[config.mk]
export PLATFORM = sky130hd
export DESIGN_NAME = debug_hex_overlay
export DESIGN_NICKNAME = d
export VERILOG_FILES = /design/src/rtl/debug_hex_overlay.sv
export SDC_FILE = /design/constraint.sdc
export NUM_CORES = 1
export LEC_CHECK = 0
export ABC_CLOCK_PERIOD_IN_PS = 7200
export CELL_PAD_IN_SITES_DETAIL_PLACEMENT = 1
export CELL_PAD_IN_SITES_GLOBAL_PLACEMENT = 1
export CORE_ASPECT_RATIO = 0.5
export CORE_MARGIN = 4
export CORE_UTILIZATION = 30
export CTS_BUF_LIST = sky130_fd_sc_hd__clkbuf_16
export DETAILED_ROUTE_END_ITERATION = 16
export GPL_ROUTABILITY_DRIVEN = 0
export PLACE_DENSITY_LB_ADDON = 0.1
export SLEW_MARGIN = 20
export SYNTH_ARGS = -nofsm -noshare
export SYNTH_HDL_FRONTEND = slang
export SYNTH_SLANG_ARGS = --single-unit
[constraint.sdc]
create_clock -name clock -period 7.2 [get_ports clock]
set_clock_uncertainty 0.05 [all_clocks]
set_input_delay 0.72 -clock clock [delete_from_list [all_inputs] [get_ports clock]]
set_output_delay 0.72 -clock clock [all_outputs]
set_load 0.02 [all_outputs]
[src/rtl/debug_hex_overlay.sv]
// Hex debug text overlay: snapshots NUM_CHANNELS values per frame and renders them as
// 8x8 hex glyphs (one channel per text row) through a fixed 3-stage pixel pipeline.
module debug_hex_overlay #(
    parameter int NUM_CHANNELS = 2,
    parameter int DIGITS       = 4,
    parameter int COORD_W      = 11,
    parameter int ORIGIN_X     = 16,
    parameter int ORIGIN_Y     = 8,
    parameter int SCALE_LOG2   = 0
) (
    input  logic                             clock,
    input  logic                             reset_n,
    input  logic                             frame_start,
    input  logic                             freeze,
    input  logic [NUM_CHANNELS*DIGITS*4-1:0] values,
    input  logic                             pixel_valid,
    input  logic [COORD_W-1:0]               pixel_x,
    input  logic [COORD_W-1:0]               pixel_y,
    output logic                             overlay_valid,
    output logic                             overlay_bg,
    output logic                             overlay_pixel
);
    localparam int VAL_W = NUM_CHANNELS * DIGITS * 4;
    localparam int SHIFT = 3 + SCALE_LOG2;
    localparam logic [COORD_W:0] BOX_W = (COORD_W+1)'(DIGITS << SHIFT);
    localparam logic [COORD_W:0] BOX_H = (COORD_W+1)'(NUM_CHANNELS << SHIFT);
    localparam logic [COORD_W:0] ORG_X = (COORD_W+1)'(ORIGIN_X);
    localparam logic [COORD_W:0] ORG_Y = (COORD_W+1)'(ORIGIN_Y);

    // Glyph rows 2..6 packed MSB-first; rows 0, 1 and 7 are always blank.
    function automatic logic [39:0] glyph_rows(input logic [3:0] nib);
        case (nib)
            4'h0:    glyph_rows = 40'h7E_42_42_42_7E;
            4'h1:    glyph_rows = 40'h10_10_10_10_10;
            4'h2:    glyph_rows = 40'h7E_02_7E_40_7E;
            4'h3:    glyph_rows = 40'h7E_02_3E_02_7E;
            4'h4:    glyph_rows = 40'h42_42_7E_02_02;
            4'h5:    glyph_rows = 40'h7E_40_7E_02_7E;
            4'h6:    glyph_rows = 40'h7E_40_7E_42_7E;
            4'h7:    glyph_rows = 40'h7E_02_04_08_08;
            4'h8:    glyph_rows = 40'h7E_42_7E_42_7E;
            4'h9:    glyph_rows = 40'h7E_42_7E_02_7E;
            4'hA:    glyph_rows = 40'h3C_42_7E_42_42;
            4'hB:    glyph_rows = 40'h7C_42_7C_42_7C;
            4'hC:    glyph_rows = 40'h7E_40_40_40_7E;
            4'hD:    glyph_rows = 40'h7C_42_42_42_7C;
            4'hE:    glyph_rows = 40'h7E_40_7C_40_7E;
            4'hF:    glyph_rows = 40'h7E_40_7E_40_40;
            default: glyph_rows = 40'h00_00_00_00_00;
        endcase
    endfunction

    function automatic logic [7:0] font_row(input logic [3:0] nib, input logic [2:0] gy);
        logic [39:0] rows;
        rows = glyph_rows(nib);
        case (gy)
            3'd2:    font_row = rows[39:32];
            3'd3:    font_row = rows[31:24];
            3'd4:    font_row = rows[23:16];
            3'd5:    font_row = rows[15:8];
            3'd6:    font_row = rows[7:0];
            default: font_row = 8'h00;
        endcase
    endfunction

    logic [VAL_W-1:0]   snap_q, snap_d;
    logic               v1_q, v1_d, in1_q, in1_d;
    logic [3:0]         nib1_q, nib1_d;
    logic [2:0]         gx1_q, gx1_d, gy1_q, gy1_d;
    logic               v2_q, v2_d, in2_q, in2_d;
    logic [7:0]         row2_q, row2_d;
    logic [2:0]         gx2_q, gx2_d;
    logic               valid_q, valid_d, bg_q, bg_d, pix_q, pix_d;

    logic [COORD_W:0]   dx_ext_s, dy_ext_s;
    logic [COORD_W-1:0] dig_s, chn_s;

    // Next-state logic: snapshot capture and the three pipeline stages.
    always_comb begin
        snap_d   = (frame_start && !freeze) ? values : snap_q;

        // The extra MSB is the borrow, so coordinates left/above the origin never alias.
        dx_ext_s = {1'b0, pixel_x} - ORG_X;
        dy_ext_s = {1'b0, pixel_y} - ORG_Y;
        dig_s    = dx_ext_s[COORD_W-1:0] >> SHIFT;
        chn_s    = dy_ext_s[COORD_W-1:0] >> SHIFT;

        v1_d     = pixel_valid;
        in1_d    = !dx_ext_s[COORD_W] && !dy_ext_s[COORD_W] &&
                   (dx_ext_s < BOX_W) && (dy_ext_s < BOX_H);
        gx1_d    = dx_ext_s[SCALE_LOG2 +: 3];
        gy1_d    = dy_ext_s[SCALE_LOG2 +: 3];
        nib1_d   = 4'h0;
        for (int ch = 0; ch < NUM_CHANNELS; ch++) begin
            for (int dg = 0; dg < DIGITS; dg++) begin
                if (chn_s == COORD_W'(ch) && dig_s == COORD_W'(dg)) begin
                    nib1_d = snap_q[ch*DIGITS*4 + (DIGITS-1-dg)*4 +: 4];
                end else begin
                    nib1_d = nib1_d;
                end
            end
        end

        v2_d     = v1_q;
        in2_d    = in1_q;
        row2_d   = font_row(nib1_q, gy1_q);
        gx2_d    = gx1_q;

        valid_d  = v2_q;
        bg_d     = v2_q & in2_q;
        pix_d    = v2_q & in2_q & row2_q[3'd7 - gx2_q];
    end

    // State registers with synchronous active-low reset.
    always_ff @(posedge clock) begin
        if (!reset_n) begin
            snap_q  <= '0;
            v1_q    <= 1'b0;
            in1_q   <= 1'b0;
            nib1_q  <= 4'h0;
            gx1_q   <= 3'd0;
            gy1_q   <= 3'd0;
            v2_q    <= 1'b0;
            in2_q   <= 1'b0;
            row2_q  <= 8'h00;
            gx2_q   <= 3'd0;
            valid_q <= 1'b0;
            bg_q    <= 1'b0;
            pix_q   <= 1'b0;
        end else begin
            snap_q  <= snap_d;
            v1_q    <= v1_d;
            in1_q   <= in1_d;
            nib1_q  <= nib1_d;
            gx1_q   <= gx1_d;
            gy1_q   <= gy1_d;
            v2_q    <= v2_d;
            in2_q   <= in2_d;
            row2_q  <= row2_d;
            gx2_q   <= gx2_d;
            valid_q <= valid_d;
            bg_q    <= bg_d;
            pix_q   <= pix_d;
        end
    end

    assign overlay_valid = valid_q;
    assign overlay_bg    = bg_q;
    assign overlay_pixel = pix_q;
endmodule

* After elaboration in Yosys (flattened, before gate mapping)
Memory sizes are Yosys's and may differ from the RTL's. A register that Yosys moved wholly into a read port is not among the register bits.
Cells that the tools add are included.
** Storage, ports and cells
- Bits in registers :: 56
- Memories kept :: 1
- Output and inout port bits :: 3
- Word-level logic and storage cells :: 59
- Bits in read-only memories :: 400
- Bits of input ports :: 59
** Memories
- (name not given) :: depth 16, bits a word 25, rd ports 1, clocked after Yosys merged registers in 1, write ports 0, RTL line 32 : case (nib)
** Cells by class
- Equality and inequality tests :: 9
- Reduce and logical (&&, ||, !) cells :: 17
- Muxes and demuxes :: 12
- $add $sub $neg :: 3
- Order comparisons :: 3
- Bitwise logic cells :: 2
** Operator list (number)
- one-hot mux 8 bit (5 select lines) :: 1
- two-way mux 4 bit :: 9
- zero test 11 bit :: 2
- == test 8 x 1 -> 1 bit (second input constant) :: 2
- == test 8 x 2 -> 1 bit (second input constant) :: 2
- logical AND 1 bit :: 12
- < comparator 12 x 5 -> 1 bit (second input constant) :: 1
- < comparator 12 x 6 -> 1 bit (second input constant) :: 1
- subtractor 11 x 4 -> 12 bit (second input constant) :: 1
- subtractor 11 x 5 -> 12 bit (second input constant) :: 1
- == test 3 bit (second input constant) :: 3
- == test 3 x 2 -> 1 bit (second input constant) :: 2
- < comparator 3 x 4 -> 1 bit (second input constant) :: 1
- binary-select mux 1 bit (select 3 bit) :: 1
- zero test 1 bit :: 3
- subtractor 3 bit (first input constant) :: 1
- AND 1 bit :: 2
- two-way mux 1 bit :: 1

* Logic depth before layout (Yosys ltp)
Gate-level depths: netlist (run 1).
- Word-level depth :: 12
- Depth in mapped cells :: 13

* Least setup slack after synthesis (run 1)
No wires, ideal clock.
- Path type :: input to register
- Start :: input port pixel_x[4]
- End :: register (tool-made name)
- Path slack :: 3.730 ns
- Library setup time :: 0.122 ns
- Arrival time :: 3.298 ns
- Cell stages on the path :: 11
- Data required time :: 7.028 ns
- Path buffers :: 1
- Cells stage by stage :: buf_4 inv_1 ha_1 nand2b_1 a211o_1 a2111o_1 or3_4 a211oi_4 inv_2 ha_1 o311a_1
** RTL lines
- start, declared :: RTL line 17 : input logic [COORD_W-1:0] pixel_x,

==> run summary, run 1 <==
The flow ran to the end, and the final reports show no timing, DRC or antenna violations. The logs give 35.3% for the remaining max-slew budget at the tightest pin and 9.1% for the combinational group share of total power. The startpoint-to-endpoint class of the critical path was in -> reg. The layout cell share with drive strength beyond 1 was 7.03%. Fill cells in the final layout number 1321.

Walking the worst path, the cells encountered are clkdlybuf4s50_1 > inv_1 > ha_1 > xnor2_1 > nand4b_1 > a2111o_1 > or3_4 > a211oi_4 > ha_1 > nand2_1 > a21oi_1 > nor2_1. The post-detailed-routing wire length was 8590 um; the standard cell core area was 0.0111 mm^2. Internal power comes to 774 uW.

Global routing consumed, over all layers together, 13.6% of the routing resources. Across all setup checks in the final design, the least slack found is 2.88 ns. The relative contribution of the clock network to total power was 47.1%. Relative to the synthesized area, the layout overhead comes to 28.6%. In this run the horizontal extent of the chip is 160 um. Before CTS, the worst setup slack after placement is 2.52 ns. The number of cells on the worst reg-to-reg path is 7.

In the post-synthesis netlist, the cell with the most instances is nand2_1. The tree is rooted in a clkbuf_16. The floorplan step defined a die boundary enclosing 0.0135 mm^2. The final critical path takes up 60.0% of the cycle.

Excluding fillers, the count of instances in the completed layout stands at 600. The H-tree generated during clock tree synthesis spans 3 levels. The total I/O pin count was 62. Entering global routing, the biggest net connects 53 pins. The first-pass iteration count of the detailed router is 4, and the cell area reported after detailed placement is 0.00416 mm^2. The later pin in the worst-skew pair is clocked with a latency of 0.33 ns.

Counting along the longest clock path gives a buffer depth of 2. The first global-routing pass estimated 14800 um of wire. The leakage power is 0.00168 uW. Time the final worst path needs with I/O delays and setup: 4.32 ns. By area the synthesized netlist is led by dfxtp_1, nand2_1, a21boi_0, ha_1, and2_1. In this run switching power makes up 21.4% of total power. The via total after detailed routing was 2823. The tools report the start point of the critical path as pixel_x[4].

For the count of mapped cells out of synthesis, the log shows 401. The largest single stage delay on the critical path is 0.94 ns. After detailed routing, the number of vias per cell comes to 4.71. The run gives 7.36 ns as the data required time at the worst endpoint.

The tools report the number of antenna violations at the first check in global routing as 0. The buffer and inverter count on the worst path came out at 2. The type of destination of the critical path is a flop. Yosys mapped a number of flops with a built-in enable equal to 0. The count of buffers added on input and output ports is 61.

Across the run, the number of max-cap violations was 0. The number of placement rows was 27; the share of Yosys cell area claimed by the top area cell type was 42.6%. After synthesis, the netlist uses 56 different library cells. For the CTS buffer count, the log shows 9. The total DRC errors in the routed layout is 0, and the number of buffers added to fix hold violations after cts is 0. By count the netlist is led by nand2_1, dfxtp_1, a21boi_0.

In the final routed layout, each cell accounts on average for 14.3 um. At the end of the flow, the number of nets in the layout was 520. The run gives 471 as the number of nets produced by synthesis.

0 antenna diodes ended up in the layout. After the first detailed-routing iteration, the DRC count stood at 108. The worst register-to-register path begins at snap_q[30]. The total of flip-flops plus latches after synthesis is 74. Setup repair after global routing left no endpoint under its margin. The leftover overflow at the end of global routing is 0.

The largest total area in the synthesized netlist belongs to dfxtp_1. Once layout is done, the placed cells without fillers occupy 0.00448 mm^2. The routed design uses 4020 um of met2 wire. The number of setup buffers added after CTS is 0. The run gives 74 as the total number of clock tree sinks. The cell at the slowest stage of the critical path was clkdlybuf4s50_1. A synthesized cell averages 8.68 um^2. In the synthesized netlist the async set-or-reset flop fraction comes to 0%.

The share of the yosys chip area belonging to registers was 42.6%. The run gives 6300 um as the estimated wirelength of the detail-placed design. STA classifies the critical path startpoint as an input pin. The area of the mapped netlist is 0.00348 mm^2. TritonCTS built the clock tree. Among cell families on the critical path, the largest total delay comes from buffers and inverters. The run gives 4130 um as the met1 wire length.

VDD sags by at most 88.8 uV. The critical path runs through a total of 12 cells. In this run the vertical extent of the chip is 84.2 um.

The run gives 0 as the post-CTS resize count. The detailed router used layers up to and including met4. The logs give 335 um for the detailed route wirelength on metal3 and 0 for the max-slew violation count. Across all register-to-register paths, the minimum setup slack is 4.95 ns. Dividing total power by cell area gives a power density of 220 mW/mm^2.

For this design the total switching power over the nets is 211 uW. The logs give 0 for the hold violation count in the final report and 4.48 ns for the data arrival at the endpoint of the critical path. The post-route antenna net violation count was 0. The class of the tightest hold or removal check was reg -> reg. The most used flip-flop cell after synthesis is dfxtp_1. Post-CTS clock slew at the launch and capture registers of the worst setup and hold paths: 0.06 ns.

For the highest achievable clock rate, the log shows 0.232 GHz. Most numerous cell on the critical path: ha_1. After detailed placement, the design holds a cell count of 584. The largest driver fanout on the critical path was 17. Setup violations remaining at the end of the flow were counted as 0.

The initial core utilization is 31.2%, and the total negative slack is 0 ns. The via count of the first global-routing pass is 3092, and the power share of the sequential group is 43.8%. The instance count along the most critical hold path was 1; the warning count from the yosys run was 0. At the pin with the least slew margin, the transition time is 0.969 ns. The final design utilization was 40.2%.
==> cell families (layout without fill, tap and decap cells) <==
kind of cell,count (synthesis),after routing,synth area share [%]
compound gates,84,84,17.2
fa+ha+maj,11,11,3.95
buf+inv,35,89,4.82
simple gates,181,181,25.0
xor+xnor,4,4,1.22
flops,74,74,42.6
mux,12,12,5.21
==> power groups by stage <==
| stage | clock [uW] | sequential (uW) | combinational [uW] |
|---|---|---|---|
| finish | 464 | 431 | 89.2 |
| global placement | 0 | 440 | 88.1 |
| floorplan | 0 | 436 | 47.1 |
| global route | 496 | 433 | 101 |
| detailed placement | 0 | 440 | 90.1 |
| CTS | 481 | 431 | 90.8 |
==> cell type report <==
cell class              instances  area, um^2  share of cell area (%)
multi-input cells             292        1840                    41.1
well taps                     145         181                    4.05
clock buffers                   9         225                    5.03
inverters                      10        37.5                   0.838
repair buffers                 63         626                    14.0
clock inverters                 7        85.1                    1.90
flip-flops and latches         74        1480                    33.1
==> per-stage QoR <==
step	power (uW)	hold slack (ns)
global placement	528	0.368
global route	1030	0.406
finish	985	0.384
detailed placement	530	0.372
CTS	1000	0.386
floorplan	483	0.362
==> worst min-delay path by stage <==
stage                        start  endpoint  slack (ns)
after floorplan           gx1_q[0]  gx2_q[0]        0.36
after global placement        v1_q      v2_q        0.37
after detailed placement  gx1_q[2]  gx2_q[2]        0.37
after CTS                 gx1_q[2]  gx2_q[2]        0.39
after global routing         in1_q     in2_q        0.41
final                     gx1_q[2]  gx2_q[2]        0.38
==> worst reg2reg max path, delay by kind of cell, from the launching register on <==
kind	cells	cell delay, ns
AND/OR/NAND/NOR	2	0.25
AO/OA/AOI/OAI	5	1.52
flip-flops	1	0.33
==> layout by cell type (no fill, tap or decap), types with 3 or more instances in the layout <==
| cell | synthesis | final |
|---|---|---|
| nand2_1 | 92 | 92 |
| dfxtp_1 | 74 | 74 |
| clkdlybuf4s50_1 | 0 | 61 |
| a21boi_0 | 32 | 32 |
| nor2_1 | 16 | 16 |
| o21ai_0 | 15 | 15 |
| a21oi_1 | 14 | 14 |
| and2_1 | 14 | 14 |
| inv_1 | 9 | 11 |
| nor2b_1 | 12 | 11 |
| ha_1 | 11 | 11 |
| clkbuf_16 | 0 | 9 |
| nor3_1 | 8 | 8 |
| nand3_1 | 7 | 7 |
| nand2b_1 | 7 | 6 |
| and3_1 | 6 | 6 |
| mux2i_1 | 5 | 5 |
| nand3b_1 | 3 | 3 |
| or3_1 | 3 | 3 |
| nor4_1 | 3 | 3 |
| o211ai_1 | 3 | 3 |
| a211oi_1 | 3 | 3 |
| mux2_2 | 3 | 3 |
==> layer usage <==
| metal | global-route usage [%] | vias up |
|---|---|---|
| met5 | 0 | - |
| met4 | 4.06 | 0 |
| met3 | 4.36 | 8 |
| met2 | 22.8 | 43 |
| met1 | 16.8 | 1317 |
| li1 | - | 1455 |
Power figures use the tool's default switching activity.
==> run 2: changes to the inputs <==
Settings changed: ABC_CLOCK_PERIOD_IN_PS 7200 to 4500.
Clock period 7.2 ns to 4.5 ns, I/O delays scaled along.
==> run summary, run 2 (synthesized netlist as in run 1, its figures left out) <==
The run finished with clean final reports. The tools report the power share of the sequential group as 43.3% (was 43.8%). For the largest vdd supply drop, the log shows 144 uV (was 88.8 uV). The vertical extent of the die works out to 84.2 um (unchanged). The tools report the highest achievable clock rate as 0.288 GHz. CP cell instances: clkdlybuf4s50_1 > buf_4 > nor3_2 > a211o_1 > a2111o_1 > or3_4 > a211oi_4 > ha_1 > nand2_1 > a21oi_1 > nor2_1 (was clkdlybuf4s50_1 > inv_1 > ha_1 > xnor2_1 > nand4b_1 > a2111o_1 > or3_4 > a211oi_4 > ha_1 > nand2_1 > a21oi_1 > nor2_1). The transition time of the tightest slew-check pin is 1.02 ns (was 0.969 ns). The run gives 27 (unchanged) as the number of placement rows. The total number of clock tree sinks was 74 (unchanged); the initial core utilization was 31.2% (unchanged). For the combinational group share of total power, the log shows 9.1% (about the same). Startpoint-to-endpoint class of the critical path: in -> reg (unchanged). The tools report the switching power total as 348 uW (was 211 uW). The hold violation count in the final report was 0 (unchanged); the leftover overflow at the end of global routing was 0 (unchanged).

The post-route antenna net violation count is 0 (unchanged), and the number of buffers on the longest clock path is 2 (unchanged). The total negative slack is 0 ns (unchanged), and the first-pass iteration count of the detailed router is 4 (unchanged). Cell at the slowest stage of the critical path: clkdlybuf4s50_1 (unchanged). The switching part of the total power is 21.9% (was 21.4%).

The clock insertion delay at the later pin of the skew report was 0.33 ns (about the same); the path depth of the worst reg2reg path was 9 (was 7). Data required time at the worst endpoint: 4.66 ns (was 7.36 ns). The number of port buffers was 61 (unchanged); the total chip power was 1590 uW (was 985 uW). The width of the die was 160 um (unchanged); the total routing resource utilization after global routing was 13.8% (was 13.6%). TritonCTS built the clock tree.

The run gives 0 (unchanged) as the number of post-CTS setup repair buffers. The worst hold path endpoint was gx2_q[2] (unchanged). Setup repair after global routing left no endpoint under its margin.

The logs give 0.382 ns (was 0.384 ns) for the worst hold margin and 40.3% (was 40.2%) for the final design utilization. The post-detailed-routing wire length was 8810 um (was 8590 um); the via count normalized by instance count was 4.70 (was 4.71). The average wire per cell in the routed design was 14.7 um (was 14.3 um); the worst-case register-to-register setup slack was 2.21 ns (was 4.95 ns). Final setup violation count: 0 (unchanged). The max-slew violation count was 0 (unchanged); the via count of the first global-routing pass was 3085 (was 3092). The area enclosed by the die boundary is 0.0135 mm^2 (unchanged), and the signed area change from the synthesized netlist to the final layout is 29.1% (was 28.6%). The tools report the startpoint of the most critical register-to-register path as snap_q[13] (was snap_q[30]).

For the total DRC errors in the routed layout, the log shows 0 (unchanged). The delay of the slowest critical-path stage is 0.48 ns (was 0.94 ns), and the final worst-path cycle share is 77.3%. The run gives 0 (unchanged) as the antenna diode instance count. The tools report the cell at the root of the clock tree as clkbuf_16 (unchanged). The logs give 47.6% (was 47.1%) for the relative contribution of the clock network to total power and 62 (unchanged) for the total I/O pin count. The CTS buffer count is 9 (unchanged), and the power density relative to cell area is 354 mW/mm^2 (was 220 mW/mm^2). For the number of antenna violations at the first check in global routing, the log shows 0 (unchanged). The maximum number of pins on one net before global-route repair is 52 (was 53), and the time the final worst path needs with I/O delays and setup is 3.48 ns.

The tools report the max capacitance violation total as 0 (unchanged). The post-CTS clock slew at the launch and capture registers of the worst setup and hold paths is 0.06 ns (about the same), and the data arrival at the endpoint of the critical path is 3.64 ns (was 4.48 ns). The instance count along the most critical hold path was 1 (unchanged); the initial DRC count was 158 (was 108).

For the remaining max-slew budget at the tightest pin, the log shows 32.1% (was 35.3%). The launching element type of the critical path is an input pin (unchanged). For the global-route wire length before repair, the log shows 15100 um (was 14800 um).

The via total after detailed routing was 2827 (was 2823). The class of the tightest hold or removal check was reg -> reg (unchanged). The leakage power is 0.00168 uW (about the same), and the estimated wirelength of the detail-placed design is 6430 um (was 6300 um). The tools report the number of buffers added to fix hold violations after cts as 0 (unchanged). The tools report the level count of the clock H-tree as 3 (unchanged). The number of standard cells in the final layout excluding fillers was 601 (was 600); the net count of the finished layout was 521 (was 520). The post-CTS resize count was 0 (unchanged).

The critical hold path startpoint is gx1_q[2] (unchanged). Largest driver fanout on the critical path: 16 (was 17). The leading cell type in the layout, fill and taps excluded is nand2_1 (unchanged). For the internal portion of total power, the log shows 1240 uW (was 774 uW).

The layout cell share with drive strength beyond 1 is 7.68% (was 7.03%). The type of destination of the critical path is a flop (unchanged). The cell total after placement came out at 585 (was 584). Commonest cells after routing, fill and taps aside: nand2_1, dfxtp_1, clkdlybuf4s50_1, a21boi_0, nor2_1 (unchanged). Standard cell core area: 0.0111 mm^2 (unchanged).
run 2: cell count changes in the layout (fill, tap and decap cells not counted), sizes merged:
cell,before,now
buf,2,3
inv,13,12
clkinvlp,0,1
run 2: power by group through the flow:
stage / Clock (uW) / Combinational (uW) / Sequential, uW
after floorplan: 0 / 75.3 / 697
after global placement: 0 / 142 / 704
after detailed placement: 0 / 146 / 704
after CTS: 783 / 146 / 690
after global routing: 812 / 162 / 691
final: 757 / 144 / 690
run 2: metal layers:
| layer | vias up | global-route usage (%) | part of all wire, % |
|---|---|---|---|
| met5 | - | 0 | 0 |
| met3 | 17 | 4.12 | 3.5 |
| li1 | 1461 | - | - |
| met4 | 0 | 4.92 | 1.7 |
| met1 | 1306 | 17.2 | 47 |
| met2 | 43 | 22.8 | 48 |
run 2: worst max path at each step:
| stage | start | endpoint | slack [ns] | depth (start not counted) |
|---|---|---|---|---|
| finish | pixel_x[4] | flop | 1.02 | 11 |
| global route | pixel_x[4] | flop | 0.82 | 11 |
| CTS | pixel_x[4] | flop | 1.01 | 11 |
| detailed placement | pixel_x[4] | flop | 0.69 | 11 |
| global placement | pixel_x[4] | flop | 0.82 | 11 |
| floorplan | pixel_x[4] | flop | 1.30 | 11 |
run 2: final cells by class:
| type | count | area [um^2] |
|---|---|---|
| Clock buffer | 9 | 225 |
| Clock inverter | 7 | 93.8 |
| Fill cell | 1277 | 6650 |
| Inverter | 10 | 37.5 |
| Multi-Input combinational cell | 292 | 1840 |
| Sequential cell | 74 | 1480 |
| Tap cell | 145 | 181 |
| Timing Repair Buffer | 64 | 633 |
run 2: critical path: cells and delay by family:
family          cells  cell delay [ns]
compound gates      4             1.40
fa+ha+maj           1             0.33
buf+inv             2             0.72
simple gates        4             0.72
run 2: through the flow:
stage | setup slack, ns | instance area, um^2
floorplan | 1.30 | 3480
global placement | 0.822 | 4170
detailed placement | 0.688 | 4170
CTS | 1.01 | 4490
global route | 0.820 | 4490
finish | 1.02 | 4490
==> run 3: changes to the inputs <==
Settings changed: ABC_CLOCK_PERIOD_IN_PS 4500 to 3400.
Clock period 4.5 ns to 3.4 ns, I/O delays scaled along.
==> run summary, run 3 (synthesized netlist as in run 1, its figures left out) <==
The flow ran to the end, and the final reports show no timing, DRC or antenna violations. The leading cell type in the layout, fill and taps excluded was nand2_1 (unchanged). For the CTS buffer count, the log shows 9 (unchanged). Commonest cells after routing, fill and taps aside: nand2_1, dfxtp_1, clkdlybuf4s50_1, a21boi_0, buf_4 (was nand2_1, dfxtp_1, clkdlybuf4s50_1, a21boi_0, nor2_1).

The total chip power is 2010 uW (was 1590 uW), and the detailed route wirelength on metal3 is 326 um (was 305 um). The number of port buffers was 61 (unchanged); the number of post-CTS setup repair buffers was 0 (unchanged). The signed area change from the synthesized netlist to the final layout is 33.3% (was 29.1%), and the number of buffers on the longest clock path is 2 (unchanged). The final critical-path setup slack is 0.295 ns (was 1.02 ns), and the post-CTS clock slew at the launch and capture registers of the worst setup and hold paths is 0.05 ns (was 0.06 ns). Cell at the root of the clock tree: clkbuf_16 (unchanged). For the number of placement rows, the log shows 27 (unchanged). In the finished design, the share of the clock period the worst path needs comes to 91.3%. The logs give 0.33 ns (about the same) for the clock insertion delay at the later pin of the skew report and 0.00183 mm^2 (was 0.00184 mm^2) for the combined area of the multi-input logic cells. The estimated wirelength of the detail-placed design was 6750 um (was 6430 um); the via count normalized by instance count was 4.73 (was 4.70).

The tools report the launching element type of the critical path as an input pin (unchanged). The largest driver fanout on the critical path is 6 (was 16). The width of the die was 160 um (unchanged). Leftover overflow at the end of global routing: 0 (unchanged).

The total met2 wirelength after detailed routing is 4210 um (was 4190 um), and the post-route antenna net violation count is 0 (unchanged). The total DRC errors in the routed layout came out at 0 (unchanged). The family of cells with the greatest summed delay on the critical path was compound AO/OA/AOI/OAI gates (unchanged). The type of destination of the critical path is a flop (unchanged).

For the standard cell core area, the log shows 0.0111 mm^2 (unchanged). The remaining max-slew budget at the tightest pin was 57.2% (was 32.1%); the pre-CTS setup slack was -0.0544 ns (was 0.688 ns). Level count of the clock H-tree: 3 (unchanged).

The first-pass iteration count of the detailed router was 4 (unchanged); the buffer and inverter count on the worst path was 2 (unchanged). The via total after detailed routing is 2955 (was 2827), and the largest vdd supply drop is 196 uV (was 144 uV). The vertical extent of the die is 84.2 um (unchanged). The tools report the initial core utilization as 31.2% (unchanged).

Hold violation count in the final report: 0 (unchanged). The class of the tightest hold or removal check is reg -> reg (unchanged). For the total routing resource utilization after global routing, the log shows 13.8% (about the same). TritonCTS built the clock tree.

The layout cell share with drive strength beyond 1 came out at 12.3% (was 7.68%). The footprint of the flip-flops and latches is 0.00148 mm^2 (unchanged), and the post-detailed-routing wire length is 8850 um (was 8810 um). The uppermost metal layer occupied by signal nets is met4 (unchanged).

Net count of the finished layout: 546 (was 521). The total negative slack came out at 0 ns (unchanged). The run gives 74 (unchanged) as the total number of clock tree sinks. The run gives 3.27 ns (was 3.64 ns) as the data arrival at the endpoint of the critical path.

The transition time of the tightest slew-check pin works out to 0.641 ns (was 1.02 ns). The power density relative to cell area works out to 434 mW/mm^2 (was 354 mW/mm^2). The logs give 15200 um (was 15100 um) for the global-route wire length before repair and 0 (unchanged) for the number of buffers added to fix hold violations after cts.

The tools report the final setup violation count as 0 (unchanged). The area enclosed by the die boundary came out at 0.0135 mm^2 (unchanged). Met1 wire length: 4170 um (about the same).

For the fill cell total of the finished layout, the log shows 1293 (was 1277). The tools report the via count of the first global-routing pass as 3176 (was 3085). Initial DRC count: 85 (was 158). The final design utilization was 41.6% (was 40.3%); the max capacitance violation total was 0 (unchanged). The startpoint-to-endpoint class of the critical path was in -> reg (unchanged). The post-CTS resize count came out at 0 (unchanged). The average wire per cell in the routed design came out at 14.2 um (was 14.7 um). CP cell instances: clkdlybuf4s50_1 > inv_1 > ha_1 > xnor2_1 > nand4b_1 > a2111o_1 > or3_4 > a211oi_4 > ha_1 > nand2_1 > a21oi_1 > nor2_1 (was clkdlybuf4s50_1 > buf_4 > nor3_2 > a211o_1 > a2111o_1 > or3_4 > a211oi_4 > ha_1 > nand2_1 > a21oi_1 > nor2_1).

The run gives 62 (unchanged) as the total I/O pin count. The tools report the data required time at the worst endpoint as 3.56 ns (was 4.66 ns). Most numerous cell on the critical path: ha_1. For the leakage power, the log shows 0.00178 uW (was 0.00168 uW). Cell at the slowest stage of the critical path: clkdlybuf4s50_1 (unchanged). Time the final worst path needs with I/O delays and setup: 3.10 ns. Maximum number of pins on one net before global-route repair: 52 (unchanged). The number of antenna violations at the first check in global routing came out at 0 (unchanged). The run gives 0 (unchanged) as the max-slew violation count. Setup repair after global routing left no endpoint under its margin. Static timing analysis puts the maximum clock frequency at 0.322 GHz. The delay of the slowest critical-path stage was 0.48 ns (about the same). The run gives 0 (unchanged) as the antenna diode instance count.
[run 3: area by class of cell]
class | count | share of cell area [%]
multi-input cells | 292 | 39.5
flip-flops and latches | 74 | 31.9
repair buffers | 89 | 17.7
clock buffers | 9 | 4.85
well taps | 145 | 3.91
clock inverters | 6 | 1.27
inverters | 10 | 0.809
[run 3: final timing paths]
check	from	end	slack, ns	depth (start not counted)
worst max-delay path	pixel_x[4]	flop	0.30	12
worst max register to register	snap_q[27]	flop	1.28	8
worst min register to register	in1_q	in2_q	0.38	1
worst min-delay path	in1_q	in2_q	0.38	1
[run 3: metrics by stage]
step | cells | cell area, um^2 | hold WS, ns
2_1_floorplan | 401 | 3480 | 0.362
3_3_place_gp | 610 | 4360 | 0.367
3_5_place_dp | 610 | 4360 | 0.371
4_1_cts | 625 | 4640 | 0.384
5_1_grt | 625 | 4640 | 0.402
6_report | 625 | 4640 | 0.382
[run 3: power by group]
part	total (uW)	internal, uW	switching, uW
registers	913	895	17.5
clock network	902	559	343
logic	200	116	84.8
[run 3: worst register-to-register path: stages, from the launching register on]
cell and delay (ns):
dfxtp_1 0.36, mux4_2 0.25, inv_1 0.04, a22o_1 0.26
or4_1 0.58, nand2_1 0.16, buf_4 0.11, nor2_1 0.04
nor3_1 0.19
[run 3: per-layer routing]
layer	vias up	track usage, %
li1	1510	-
met1	1382	17.0
met2	49	23.3
met3	14	4.36
met4	0	4.14
met5	-	0
==> variant (flow settings as in run 2) <==
`NUM_CHANNELS`: 2 -> 1.
--- a/src/rtl/debug_hex_overlay.sv
+++ b/src/rtl/debug_hex_overlay.sv
@@ -1,7 +1,7 @@
 // Hex debug text overlay: snapshots NUM_CHANNELS values per frame and renders them as
 // 8x8 hex glyphs (one channel per text row) through a fixed 3-stage pixel pipeline.
 module debug_hex_overlay #(
-    parameter int NUM_CHANNELS = 2,
+    parameter int NUM_CHANNELS = 1,
     parameter int DIGITS       = 4,
     parameter int COORD_W      = 11,
     parameter int ORIGIN_X     = 16,
Ports: changed (resized values); port bits go from 62 to 46. The function was not compared with the original's and may differ.
==> variant against run 2 <==
- setup slack worse by 0.49 ns
- routed wire length is 16% lower
- global-route usage up 0.26 points
- synthesized area fell by 17%
- total power down 12%
- sequential cell count decreased by 16
- clock power shrank 2%
- via count shrank 15%
- highest routed layer unchanged
- cell area shrank 16%
==> variant: results (changes against run 2) <==
INFO  metric outcome = finished, final reports clean (unchanged)
INFO  metric post_synth_most_frequent_cells = sky130_fd_sc_hd__dfxtp_1 (58), sky130_fd_sc_hd__nand2_1 (55), sky130_fd_sc_hd__a21boi_0 (17), sky130_fd_sc_hd__and2_1 (17), sky130_fd_sc_hd__nor2_1 (15) (was sky130_fd_sc_hd__nand2_1 (92), sky130_fd_sc_hd__dfxtp_1 (74), sky130_fd_sc_hd__a21boi_0 (32), sky130_fd_sc_hd__clkbuf_1 (17), sky130_fd_sc_hd__nor2_1 (16))
INFO  metric power.leakage = 0.00142 uW (was 0.00168 uW)
INFO  metric post_drt_via_cell_ratio = 4.79 (was 4.70)
INFO  metric grt_start_max_net_pins = 38 (was 52)
INFO  metric slowest_stage = sky130_fd_sc_hd__nor4_1 (was sky130_fd_sc_hd__clkdlybuf4s50_1)
INFO  metric worst_setup_hold_path_clk_slew = 0.06 ns (about the same)
INFO  metric path_delay_family = simple AND/OR/NAND/NOR gates (was compound AO/OA/AOI/OAI gates)
INFO  metric crit_fanout = 6 (was 16)
INFO  metric grt_pass1_vias = 2,495 (was 3,085)
INFO  metric synth.net_count = 375 (was 471)
INFO  metric ys_types = 50 (was 56)
INFO  metric wire_per_inst = 14.8 um (was 14.7 um)
INFO  metric first_iter_violations = 50 (was 158)
INFO  metric final_layout_size_suffix_gt1_share = 10.5% (was 7.68%)
INFO  metric worst-r2r-cell-count = 5 (was 9)
INFO  metric synth.yosys.seq_area_share = 40.3% (was 42.6%)
INFO  metric max_stage_delay = 0.74 ns (was 0.48 ns)
INFO  metric final_net_count = 418 (was 521)
INFO  metric placement.io_buffers = 45 (was 61)
INFO  metric critPathArrivalTime = 4.17 ns (was 3.64 ns)
INFO  metric synth_top_cells_by_area = sky130_fd_sc_hd__dfxtp_1 (40%), sky130_fd_sc_hd__nand2_1 (7.2%), sky130_fd_sc_hd__a21boi_0 (4.4%), sky130_fd_sc_hd__ha_1 (4.3%), sky130_fd_sc_hd__and2_1 (3.7%) (was sky130_fd_sc_hd__dfxtp_1 (43%), sky130_fd_sc_hd__nand2_1 (9.9%), sky130_fd_sc_hd__a21boi_0 (6.9%), sky130_fd_sc_hd__ha_1 (4.0%), sky130_fd_sc_hd__and2_1 (2.5%))
INFO  metric place_hpwl = 5580 um (was 6430 um)
INFO  metric rel_slew_slack = 44.9% (was 32.1%)
INFO  metric maximum_ir_drop_on_the_vdd_rail = 0.218 mV (was 0.144 mV)
INFO  metric groute.usage.overall = 14.0% (was 13.8%)
## variant: final cells by class
cell class	count	area, um^2
fillers	1050	5250
multi-input cells	238	1630
flip-flops and latches	58	1160
repair buffers	48	473
clock buffers	9	225
well taps	130	163
clock inverters	7	101
inverters	10	37.5
## variant: final timing paths
kind         slack [ns]        from        to
min reg2reg        0.38    gx1_q[2]  gx2_q[2]
max reg2reg        2.14  snap_q[14]  register
max                0.53  pixel_x[5]  register
min                0.38    gx1_q[2]  gx2_q[2]
## variant: cell families (layout without fill, tap and decap cells)
logic type,after synthesis,in the layout,share of synthesized area (%)
flip-flops,58,58,40.3
AO/OA/AOI/OAI,58,58,13.3
buffers and inverters,26,74,3.47
adder cells (fa/ha/maj),10,10,4.34
multiplexers,20,20,8.94
AND/OR/NAND/NOR,145,145,28.2
XOR/XNOR,5,5,1.52
## variant: per-layer routing
layer	GRT usage [%]	routed length, um	share of wire [%]
met3	6.05	393	5.3
met4	2.63	50	0.68
met5	0	0	0
met1	18.0	3490	47
met2	22.4	3440	47
## variant: per-stage QoR
| step | worst slack (ns) | cell area (um^2) | instances |
|---|---|---|---|
| finish | 0.529 | 3790 | 500 |
| detailed placement | 0.209 | 3460 | 484 |
| global placement | 0.299 | 3460 | 484 |
| CTS | 0.523 | 3780 | 500 |
| floorplan | 1.25 | 2880 | 322 |
| global route | 0.137 | 3790 | 500 |
## variant: power by group
part / switching (uW) / leakage, uW / internal, uW / total, uW
Sequential: 11.5 / 0.000473 / 528 / 539
Combinational: 58.1 / 0.000792 / 67.6 / 126
Clock: 254 / 0.000152 / 488 / 742
